## src/rtl/dp_pkg.sv

```systemverilog
// Shared types for the self-sequencing datapath: opcodes, shifts,
// ALU operations, FSM states and the immediate sign-extension helper.
package dp_pkg;

    localparam int SEXT_W = 64;

    typedef enum logic [2:0] {
        OP_MOVI = 3'b000,
        OP_MOV  = 3'b001,
        OP_ADD  = 3'b010,
        OP_CMP  = 3'b011,
        OP_AND  = 3'b100,
        OP_MVN  = 3'b101,
        OP_NOP6 = 3'b110,
        OP_NOP7 = 3'b111
    } op_e;

    typedef enum logic [1:0] {
        SH_NONE = 2'b00,
        SH_LSL1 = 2'b01,
        SH_LSR1 = 2'b10,
        SH_ASR1 = 2'b11
    } shift_e;

    typedef enum logic [1:0] {
        ALU_ADD,
        ALU_SUB,
        ALU_AND,
        ALU_MVN
    } alu_op_e;

    typedef enum logic [2:0] {
        S_IDLE,
        S_LOAD_A,
        S_LOAD_B,
        S_EXEC,
        S_WB
    } state_e;

    // imm holds imm_w meaningful bits (imm_w < SEXT_W); callers truncate.
    function automatic logic [SEXT_W-1:0] sext_imm(
        input logic [SEXT_W-1:0] imm,
        input logic [5:0]        imm_w
    );
        logic [SEXT_W-1:0] hi;
        hi = {SEXT_W{1'b1}} << imm_w;
        return imm[imm_w - 6'd1] ? (imm | hi) : (imm & ~hi);
    endfunction

endpackage

```

## src/rtl/dp_regfile.sv

```systemverilog
// General register file: one synchronous write port cleared by reset,
// one combinational operand read port and one combinational debug port.
module dp_regfile #(
    parameter  int WIDTH = 16,
    parameter  int NREGS = 8,
    localparam int RW    = $clog2(NREGS)
) (
    input  logic             clk,
    input  logic             reset,
    input  logic             we,
    input  logic [RW-1:0]    waddr,
    input  logic [WIDTH-1:0] wdata,
    input  logic [RW-1:0]    raddr,
    output logic [WIDTH-1:0] rdata,
    input  logic [RW-1:0]    dbg_addr,
    output logic [WIDTH-1:0] dbg_data
);

    logic [WIDTH-1:0] regs [NREGS];

    always_ff @(posedge clk) begin
        if (reset) begin
            for (int i = 0; i < NREGS; i++) begin
                regs[i] <= '0;
            end
        end else if (we) begin
            regs[waddr] <= wdata;
        end
    end

    assign rdata    = regs[raddr];
    assign dbg_data = regs[dbg_addr];

endmodule

```

## src/rtl/seq_datapath.sv

```systemverilog
// Self-sequencing register datapath: one command per handshake, walked
// through operand load, execute and writeback by an internal FSM.
module seq_datapath
    import dp_pkg::*;
#(
    parameter  int WIDTH = 16,
    parameter  int NREGS = 8,
    parameter  int IMM_W = 8,
    localparam int RW    = $clog2(NREGS)
) (
    input  logic             clk,
    input  logic             reset,
    input  logic             cmd_valid,
    output logic             cmd_ready,
    input  logic [2:0]       cmd_op,
    input  logic [RW-1:0]    cmd_rd,
    input  logic [RW-1:0]    cmd_rn,
    input  logic [RW-1:0]    cmd_rm,
    input  logic [1:0]       cmd_shift,
    input  logic [IMM_W-1:0] cmd_imm,
    output logic             done,
    output logic [WIDTH-1:0] result,
    output logic [2:0]       status,
    input  logic [RW-1:0]    dbg_addr,
    output logic [WIDTH-1:0] dbg_data
);

    typedef struct packed {
        op_e              op;
        logic [RW-1:0]    rd;
        logic [RW-1:0]    rn;
        logic [RW-1:0]    rm;
        shift_e           shift;
        logic [IMM_W-1:0] imm;
    } cmd_t;

    state_e           state;
    state_e           state_nxt;
    cmd_t             cq;
    logic [WIDTH-1:0] a_q;
    logic [WIDTH-1:0] b_q;
    logic [WIDTH-1:0] c_q;
    logic [2:0]       status_q;

    logic             accept;
    logic             rf_we;
    logic [RW-1:0]    rf_raddr;
    logic [WIDTH-1:0] rf_rdata;

    logic             sel_a;
    alu_op_e          alu_op;
    logic [WIDTH-1:0] b_sh;
    logic [WIDTH-1:0] imm_sext;
    logic [WIDTH-1:0] alu_a;
    logic [WIDTH-1:0] alu_b;
    logic [WIDTH-1:0] alu_out;
    logic             flag_n;
    logic             flag_v;
    logic             flag_z;

    assign accept = cmd_valid && cmd_ready;

    always_ff @(posedge clk) begin
        if (reset) begin
            state <= S_IDLE;
        end else begin
            state <= state_nxt;
        end
    end

    always_comb begin
        state_nxt = state;
        unique case (state)
            S_IDLE: begin
                if (accept) begin
                    unique case (op_e'(cmd_op))
                        OP_ADD, OP_AND, OP_CMP: state_nxt = S_LOAD_A;
                        OP_MOV, OP_MVN:         state_nxt = S_LOAD_B;
                        OP_MOVI:                state_nxt = S_EXEC;
                        default:                state_nxt = S_WB;
                    endcase
                end
            end
            S_LOAD_A: state_nxt = S_LOAD_B;
            S_LOAD_B: state_nxt = S_EXEC;
            S_EXEC:   state_nxt = S_WB;
            S_WB:     state_nxt = S_IDLE;
            default:  state_nxt = S_IDLE;
        endcase
    end

    // Reset gates the handshake outputs so an aborted command never retires.
    always_comb begin
        cmd_ready = 1'b0;
        done      = 1'b0;
        rf_we     = 1'b0;
        unique case (state)
            S_IDLE: cmd_ready = !reset;
            S_WB: begin
                done  = !reset;
                rf_we = !reset && (cq.op inside
                        {OP_MOVI, OP_MOV, OP_ADD, OP_AND, OP_MVN});
            end
            default: ;
        endcase
    end

    always_ff @(posedge clk) begin
        if (reset) begin
            cq       <= '0;
            a_q      <= '0;
            b_q      <= '0;
            c_q      <= '0;
            status_q <= '0;
        end else begin
            if (accept) begin
                cq <= '{op:    op_e'(cmd_op),
                        rd:    cmd_rd,
                        rn:    cmd_rn,
                        rm:    cmd_rm,
                        shift: shift_e'(cmd_shift),
                        imm:   cmd_imm};
            end
            if (state == S_LOAD_A) begin
                a_q <= rf_rdata;
            end
            if (state == S_LOAD_B) begin
                b_q <= rf_rdata;
            end
            if (state == S_EXEC) begin
                c_q <= alu_out;
                if (cq.op == OP_CMP) begin
                    status_q <= {flag_n, flag_v, flag_z};
                end
            end
        end
    end

    assign rf_raddr = (state == S_LOAD_A) ? cq.rn : cq.rm;

    dp_regfile #(
        .WIDTH (WIDTH),
        .NREGS (NREGS)
    ) u_regfile (
        .clk      (clk),
        .reset    (reset),
        .we       (rf_we),
        .waddr    (cq.rd),
        .wdata    (c_q),
        .raddr    (rf_raddr),
        .rdata    (rf_rdata),
        .dbg_addr (dbg_addr),
        .dbg_data (dbg_data)
    );

    always_comb begin
        b_sh = b_q;
        unique case (cq.shift)
            SH_NONE: b_sh = b_q;
            SH_LSL1: b_sh = {b_q[WIDTH-2:0], 1'b0};
            SH_LSR1: b_sh = {1'b0, b_q[WIDTH-1:1]};
            SH_ASR1: b_sh = {b_q[WIDTH-1], b_q[WIDTH-1:1]};
        endcase
    end

    assign imm_sext = WIDTH'(sext_imm(SEXT_W'(cq.imm), 6'(IMM_W)));
    assign sel_a    = cq.op inside {OP_ADD, OP_CMP, OP_AND};
    assign alu_a    = sel_a ? a_q : '0;
    assign alu_b    = (cq.op == OP_MOVI) ? imm_sext : b_sh;

    always_comb begin
        alu_op = ALU_ADD;
        unique case (1'b1)
            cq.op == OP_CMP: alu_op = ALU_SUB;
            cq.op == OP_AND: alu_op = ALU_AND;
            cq.op == OP_MVN: alu_op = ALU_MVN;
            default:         alu_op = ALU_ADD;
        endcase
    end

    always_comb begin
        alu_out = '0;
        unique case (alu_op)
            ALU_ADD: alu_out = alu_a + alu_b;
            ALU_SUB: alu_out = alu_a - alu_b;
            ALU_AND: alu_out = alu_a & alu_b;
            ALU_MVN: alu_out = ~alu_b;
        endcase
    end

    // V is the signed-overflow rule for A-B; only CMP latches the flags.
    assign flag_n = alu_out[WIDTH-1];
    assign flag_z = (alu_out == '0);
    assign flag_v = (alu_a[WIDTH-1] ^ alu_b[WIDTH-1]) &
                    (alu_out[WIDTH-1] ^ alu_a[WIDTH-1]);

    assign result = c_q;
    assign status = status_q;

endmodule

```

## config.mk

```make
export PLATFORM = sky130hd
export DESIGN_NAME = seq_datapath
export DESIGN_NICKNAME = d
export VERILOG_FILES = /design/src/rtl/dp_pkg.sv /design/src/rtl/dp_regfile.sv /design/src/rtl/seq_datapath.sv
export SDC_FILE = /design/constraint.sdc
export NUM_CORES = 1
export LEC_CHECK = 0
export BUFFER_PORTS_ARGS = -buffer_cell sky130_fd_sc_hd__buf_2
export CAP_MARGIN = 20
export CORE_ASPECT_RATIO = 0.7
export CORE_MARGIN = 2
export CORE_UTILIZATION = 60
export DETAILED_ROUTE_END_ITERATION = 7
export GPL_TIMING_DRIVEN = 0
export PLACE_DENSITY_LB_ADDON = 0.2
export SLEW_MARGIN = 15
export SYNTH_ARGS = -nofsm -noshare
export SYNTH_HDL_FRONTEND = slang
export SYNTH_SLANG_ARGS = --single-unit
```

## constraint.sdc

```tcl
create_clock -name clk -period 5.5 [get_ports clk]
set_input_delay 0 -clock clk [delete_from_list [all_inputs] [get_ports clk]]
set_output_delay 0 -clock clk [all_outputs]
set_load 0.05 [all_outputs]
```

==> results.md, run 1 <==
* Nets@finish at 1201
* Largest net degree at the start of global routing at 17
* EDFF count, synth at 128
* DP Wirelength at 23340 um
* Worst Path Arrival at 5600 ps
* Initial DRC Count at 1126
* Worst-Skew Late Latency at 500 ps
* Max_cap viols at 0
* Routability cong. at 0.9334
* Fillers at 1361
* Synth Warn # at 0
* P_leak at 5.141 nW
* Footprint of the multi-input gates at 5951 um^2
* CP required at 5890 ps
* First-pass GRT wire length at 49480 um
* Synth top cells by count: 132 x and2_1, 128 x edfxtp_1, 90 x nand2_1, 76 x dfxtp_1, 76 x nor2_1
* Die Y at 120.3 um
* Clk slew on worst S/H paths at 60 ps
* RSZ-0062 raised after global routing: no
* Deepest clock path buffer count at 3
* Fmax at 192.1 MHz
* Vias at 9073
* Netlist cell types at 62
* Vias in the first global route at 8742
* Cts bufs inserted at 21
* VDD IR max at 0.2499 mV
* Share of cells above drive strength 1 at 19.08%
* Root Driver: clkbuf_16
* DRC Markers at 0
* Syn nets at 1085
* Endpoint class of the critical path: flop
* Die ar. at 20480 um^2
* Most common cell in the synthesized netlist: and2_1
* Total gr overflow at 0
* Reg area at 5365 um^2
* R2r setup slk at 300 ps
* Htree depth at 1
* Detailed Routing Iterations Pass 1 at 6
* Via density at 6.430
* Max FO, Critical Path at 10
* DR WL/cell at 22.44 um
* Slew @ Worst Pin at 953.1 ps
* Routed wire length at 31660 um
* Finished Core Util at 70.05%
* Outcome: finished clean
* Predominant post-synthesis flop cell: edfxtp_1
* Initial Util at 61.32%
* Slew headroom at 36.46%
* # rows at 42
* CORE AREA at 18920 um^2
* Synth top area cells: edfxtp_1 33%, dfxtp_1 13%, mux4_2 12%
* PD cells at 331.0 nW/um^2
* Diodes inserted at 0
* TritonCTS clock tree: yes
* Final worst path period need at 5205 ps
* Syn_area_per_cell at 11.18 um^2
* Pwr Total at 4.386 mW
* Slew Viols, Final at 0
* Layout area overhead at 14.24%
* Final Hold Fails at 0
* HP Class: primary input to flop
* Die Wd at 170.2 um
* Syn Inst Count at 1038
* Setup violations, final at 0
* Post-synth top area share at 33.14%
* Antenna viol nets, final at 0
* Post-synth ARST share at 0%
* Worst setup SP type: flop
* Fin crit share at 94.63%
* GRT Total Usage at 31.82%
* # IOs at 65
* FF+latch count, synth at 204
* CTS Sinks at 204
* Setup Buffers After CTS at 0
* Critical path type: flop to flop
* Netlist Area Pre-Place at 11600 um^2
* Sequential share of the synthesized area at 46.25%
* Initial antenna violation count at 0
* # port buffers at 60
* Clock skew at 16.14 ps
* Biggest area consumer among synthesized cells: edfxtp_1
metal layers:
metal | wire length [um] | track usage (%) | up-vias
met2 | 13790 | 47.33 | 530
met1 | 13920 | 49.93 | 4426
li1 | - | - | 4077
met5 | 0 | 0 | -
met3 | 3488 | 5.466 | 40
met4 | 459 | 5.449 | 0
state kept, by name, summed over array words and instances (netlist names):
signal          cells
u_regfile.regs    128
b_q                16
result             16
status              3
state               3
cq                 22
a_q                16
cells in the final DEF, fill, tap and decap left out, types with 25 or more instances in the layout:
master	Yosys	layout
dfxtp_1	76	76
edfxtp_1	128	128
a21oi_1	37	36
nor2_1	76	76
mux4_2	64	64
clkbuf_1	53	54
a211oi_1	46	46
buf_2	8	68
nor2b_1	25	25
o21ai_0	34	28
and2_1	132	132
dlygate4sd3_1	0	27
nand3_1	30	30
nand2_1	90	90
mux2i_1	43	43
cell families after synthesis:
kind of cell	after synthesis	share of synthesized area (%)
flip-flops	204	46.25
AND/OR/NAND/NOR	415	18.97
adder cells (fa/ha/maj)	19	2.114
XOR/XNOR	25	1.888
buffers and inverters	81	2.837
AO/OA/AOI/OAI	164	9.568
multiplexers	130	18.37
report_power, final:
| part | total [mW] | switching, mW | internal [mW] |
|---|---|---|---|
| clock | 1.38 | 0.594 | 0.785 |
| combinational | 1.23 | 0.743 | 0.485 |
| sequential | 1.78 | 0.0744 | 1.70 |
worst paths after layout:
kind,start,end,depth (start not counted)
setup / recovery,cq[8]$_SDFFE_PP0P_,status[1]$_SDFFE_PP0P_,19
hold / removal,reset,state[2]$_SDFFE_PP0P_,3
setup reg to reg,cq[8]$_SDFFE_PP0P_,status[1]$_SDFFE_PP0P_,19
hold reg to reg,cq[14]$_SDFFE_PP0P_,cq[14]$_SDFFE_PP0P_,2
timing repair:
action	in CTS	in global routing
gates resized for setup	1	5
hold buffers	27	0
setup endpoints to repair	1	1
endpoints found under the hold margin	25	0
worst max-delay path, cell delays in order (launching register included):
cell,delay (ps)
dfxtp_1,430
buf_1,510
mux2_2,400
o211a_1,210
a21oi_2,190
ha_1,240
a31o_2,260
o21a_1,240
a21oi_1,130
xnor2_1,160
ha_1,380
nand2_1,90
or3_1,370
o211ai_1,140
a31oi_1,250
and4_1,260
nor3_1,210
nand3_2,180
nor3b_1,190
a311o_1,260
cell type report:
cell class | instances | area share (%)
Inverter | 9 | 0.2549
Multi-Input combinational cell | 753 | 44.91
Tap cell | 242 | 2.285
Sequential cell | 204 | 40.49
Clock buffer | 28 | 4.324
Timing Repair Buffer | 94 | 4.900
Clock inverter | 10 | 0.6326
Buffer | 71 | 2.209
metrics by stage:
| step | setup WS (ps) | hold slack (ps) | setup TNS (ps) | cells | cell area, um^2 |
|---|---|---|---|---|---|
| 3_5_place_dp | -22.15 | 188.3 | -22.15 | 1346 | 12300 |
| 6_report | 295.2 | 155.9 | 0 | 1411 | 13250 |
| 2_1_floorplan | 1117 | 98.95 | 0 | 1038 | 11600 |
| 5_1_grt | 13.41 | 211.5 | 0 | 1411 | 13250 |
| 4_1_cts | 276.8 | 126.3 | 0 | 1411 | 13230 |
| 3_3_place_gp | 33.36 | 184.0 | 0 | 1340 | 12200 |
Note: power is estimated with default switching activity, not from simulation.
==> run 2, diff against run 1 <==
--- a/config.mk
+++ b/config.mk
@@ -12,7 +12,8 @@
 export CORE_UTILIZATION = 60
 export DETAILED_ROUTE_END_ITERATION = 7
 export GPL_TIMING_DRIVEN = 0
-export PLACE_DENSITY_LB_ADDON = 0.2
+export PLACE_DENSITY = 0.8
+export SKIP_LAST_GASP = 1
 export SLEW_MARGIN = 15
 export SYNTH_ARGS = -nofsm -noshare
 export SYNTH_HDL_FRONTEND = slang
==> constraint.sdc (replaced) <==
create_clock -name clk -period 6.7 [get_ports clk]
set_input_delay 0 -clock clk [delete_from_list [all_inputs] [get_ports clk]]
set_output_delay 0 -clock clk [all_outputs]
set_load 0.05 [all_outputs]
==> run 2 against run 1 <==
  * Via count rose by 1.7%
  * Non-clock buffer count is 1 lower
  * Sequential power is 18% lower
  * Critical endpoint unchanged
==> results.md, run 2 (synthesized netlist as in run 1, its figures left out) <==
* Vias in the first global route at 8931 (+2.2%)
* Placed Cells at 1346 (unchanged)
* CTS Sinks at 204 (unchanged)
* HP Start: reset
* Routability cong. at 0.9315 (-0.20%)
* Combinational group share of total power at 28.1% (about the same)
* Max_cap viols at 0 (unchanged)
* Fin crit share at 85.59% (-9.0 points)
* Slew @ Worst Pin at 1139 ps (+185.5 ps)
* Worst setup margin at 965.4 ps (+670.2 ps)
* Critical path type: flop to flop
* # IOs at 65 (unchanged)
* Detailed Routing Iterations Pass 1 at 5 (-1)
* Fin Hold WS at 182.6 ps (+26.72 ps)
* Clk network pwr share at 31.3% (-0.2 points)
* Nets@finish at 1200 (-0.083%)
* P_leak at 5.128 nW (-0.25%)
* RSZ-0062 raised after global routing: no
* Final Hold Fails at 0 (unchanged)
* Final worst path period need at 5735 ps (+529.8 ps)
* Flop pwr share at 40.5% (about the same)
* Die Wd at 170.2 um (unchanged)
* Internal at 2.441 mW (-18%)
* Root Driver: clkbuf_16
* Routed wire length at 32840 um (+3.7%)
* Diodes inserted at 0 (unchanged)
* Initial antenna violation count at 0 (unchanged)
* GRT Total Usage at 32.84% (+1.0 points)
* CORE AREA at 18920 um^2 (unchanged)
* Switch share at 32.34% (+0.16 points)
* Deepest clock path buffer count at 3 (unchanged)
* Outcome: finished clean
* Max FO, Critical Path at 10 (unchanged)
* Antenna viol nets, final at 0 (unchanged)
* Share of cells above drive strength 1 at 18.66% (-0.41 points)
* Cts bufs inserted at 21 (unchanged)
* Initial Util at 61.32% (unchanged)
* Vias at 9231 (+1.7%)
* Largest Register: u_regfile.regs
* Worst Path Arrival at 6120 ps (+520 ps)
* Worst hold path cell count at 3 (unchanged)
* Fillers at 1369 (+0.59%)
* Fin cells at 1410 (-0.071%)
* Largest registers: u_regfile.regs x128, cq x22
* # port buffers at 60 (unchanged)
* VDD IR max at 0.1751 mV (-30%)
* R2r setup slk at 970 ps (+670 ps)
* RR Endpoint: status[1]$_SDFFE_PP0P_
* Worst-Skew Late Latency at 500 ps (about the same)
* Setup violations, final at 0 (unchanged)
* Slew Viols, Final at 0 (unchanged)
* R2R depth at 18 (-1)
* Via density at 6.547 (+1.8%)
* Pre-CTS setup slack at 1174 ps (+1196 ps)
* DP Wirelength at 23740 um (+1.7%)
* Clock skew at 20.26 ps (+4.114 ps)
* Most frequent cells in the layout: 132 x and2_1, 128 x edfxtp_1, 90 x nand2_1
* CTS resizes at 0 (-1)
* Slew headroom at 23.51% (-13 points)
* Switching power at 1.167 mW (-17%)
* RR Startpoint: cq[19]$_SDFFE_PP0P_
* Die ar. at 20480 um^2 (unchanged)
* Initial DRC Count at 1348 (+20%)
* PD cells at 272.8 nW/um^2 (-18%)
* Die Y at 120.3 um (unchanged)
* DRC Markers at 0 (unchanged)
* Commonest non-fill, non-tap cell in the layout: and2_1
* Max reg flops at 128 (unchanged)
* First-pass GRT wire length at 51250 um (+3.6%)
* HP Class: primary input to flop
* CP required at 7090 ps (+1200 ps)
* # rows at 42 (unchanged)
* DR WL/cell at 23.29 um (+3.8%)
* Clk slew on worst S/H paths at 60 ps (about the same)
* Setup TNS at 0 ps (unchanged)
* Worst setup SP type: flop
* Endpoint class of the critical path: flop
* Layout area overhead at 14.01%
* WHS Endpoint: state[2]$_SDFFE_PP0P_
* TritonCTS clock tree: yes
* Htree depth at 1 (unchanged)
* Fmax at 174.4 MHz (-9.2%)
* Total gr overflow at 0 (unchanged)
* Largest net degree at the start of global routing at 17 (unchanged)
[run 2: cell count changes in the layout (fill, tap and decap cells not counted), moves of 2 or more]
| cell | change |
|---|---|
| clkbuf_2 | +2 |
| clkbuf_4 | -3 |
| clkbuf_1 | +3 |
| clkbuf_8 | +2 |
| clkinv_2 | -2 |
[run 2: final cells by class]
type | count | area [um^2] | area share [%]
multi-input cells | 753 | 5928 | 44.82
flip-flops and latches | 204 | 5365 | 40.57
repair buffers | 92 | 635.6 | 4.806
clock buffers | 32 | 621.8 | 4.702
well taps | 242 | 302.8 | 2.289
plain buffers | 72 | 295.3 | 2.233
clock inverters | 6 | 42.54 | 0.3217
inverters | 9 | 33.78 | 0.2554
[run 2: worst max-delay path, stage by stage, from the launching register on]
cell       delay [ps]
dfxtp_1           290
buf_2             190
nor3_1            930
clkbuf_1          510
a21oi_1           240
ha_1              320
nor2_1             40
a21oi_1           230
inv_1              70
ha_1              270
nor2b_1           210
o2111ai_1         200
a32oi_1           610
nand4_1           390
and4_1            300
nor3_1            210
nand3_2           180
nor3b_1           180
a311o_1           260
[run 2: how the worst max path moves through the flow]
stage,from,depth (start not counted),endpoint
after floorplan,cq[19]$_SDFFE_PP0P_,21,status[1]$_SDFFE_PP0P_
after detailed placement,cq[20]$_SDFFE_PP0P_,18,status[1]$_SDFFE_PP0P_
final,cq[19]$_SDFFE_PP0P_,18,status[1]$_SDFFE_PP0P_
after CTS,cq[20]$_SDFFE_PP0P_,18,status[1]$_SDFFE_PP0P_
after global routing,cq[20]$_SDFFE_PP0P_,18,status[1]$_SDFFE_PP0P_
after global placement,cq[19]$_SDFFE_PP0P_,18,status[1]$_SDFFE_PP0P_
[run 2: repair_timing]
item / 4_1_cts / 5_1_grt
hold buffers: 26 / 0
buffers inserted: 0 / 0
endpoints found under the hold margin: 25 / 0
[run 2: routing by layer]
layer	share of wire, %	global-route usage [%]	vias to the layer above
met5	0	0	-
met4	1.9	6.891	0
met3	11	5.761	61
met2	44	49.09	606
met1	43	50.71	4469
li1	-	-	4095
[run 2: power groups by stage]
stage	registers (mW)	logic (mW)	clock network [mW]
6_report	1.46	1.02	1.13
3_3_place_gp	1.48	0.947	0
2_1_floorplan	1.47	0.721	0
5_1_grt	1.47	1.08	1.19
4_1_cts	1.46	0.991	1.13
3_5_place_dp	1.48	0.970	0
[run 2: metrics by stage]
stage / utilization [%] / power [mW] / area (um^2)
after floorplan: - / 2.190 / 11600
after global placement: 64.50 / 2.430 / 12200
after detailed placement: 65.02 / 2.455 / 12300
after CTS: 69.91 / 3.578 / 13230
after global routing: 69.91 / 3.738 / 13230
final: 69.91 / 3.608 / 13230
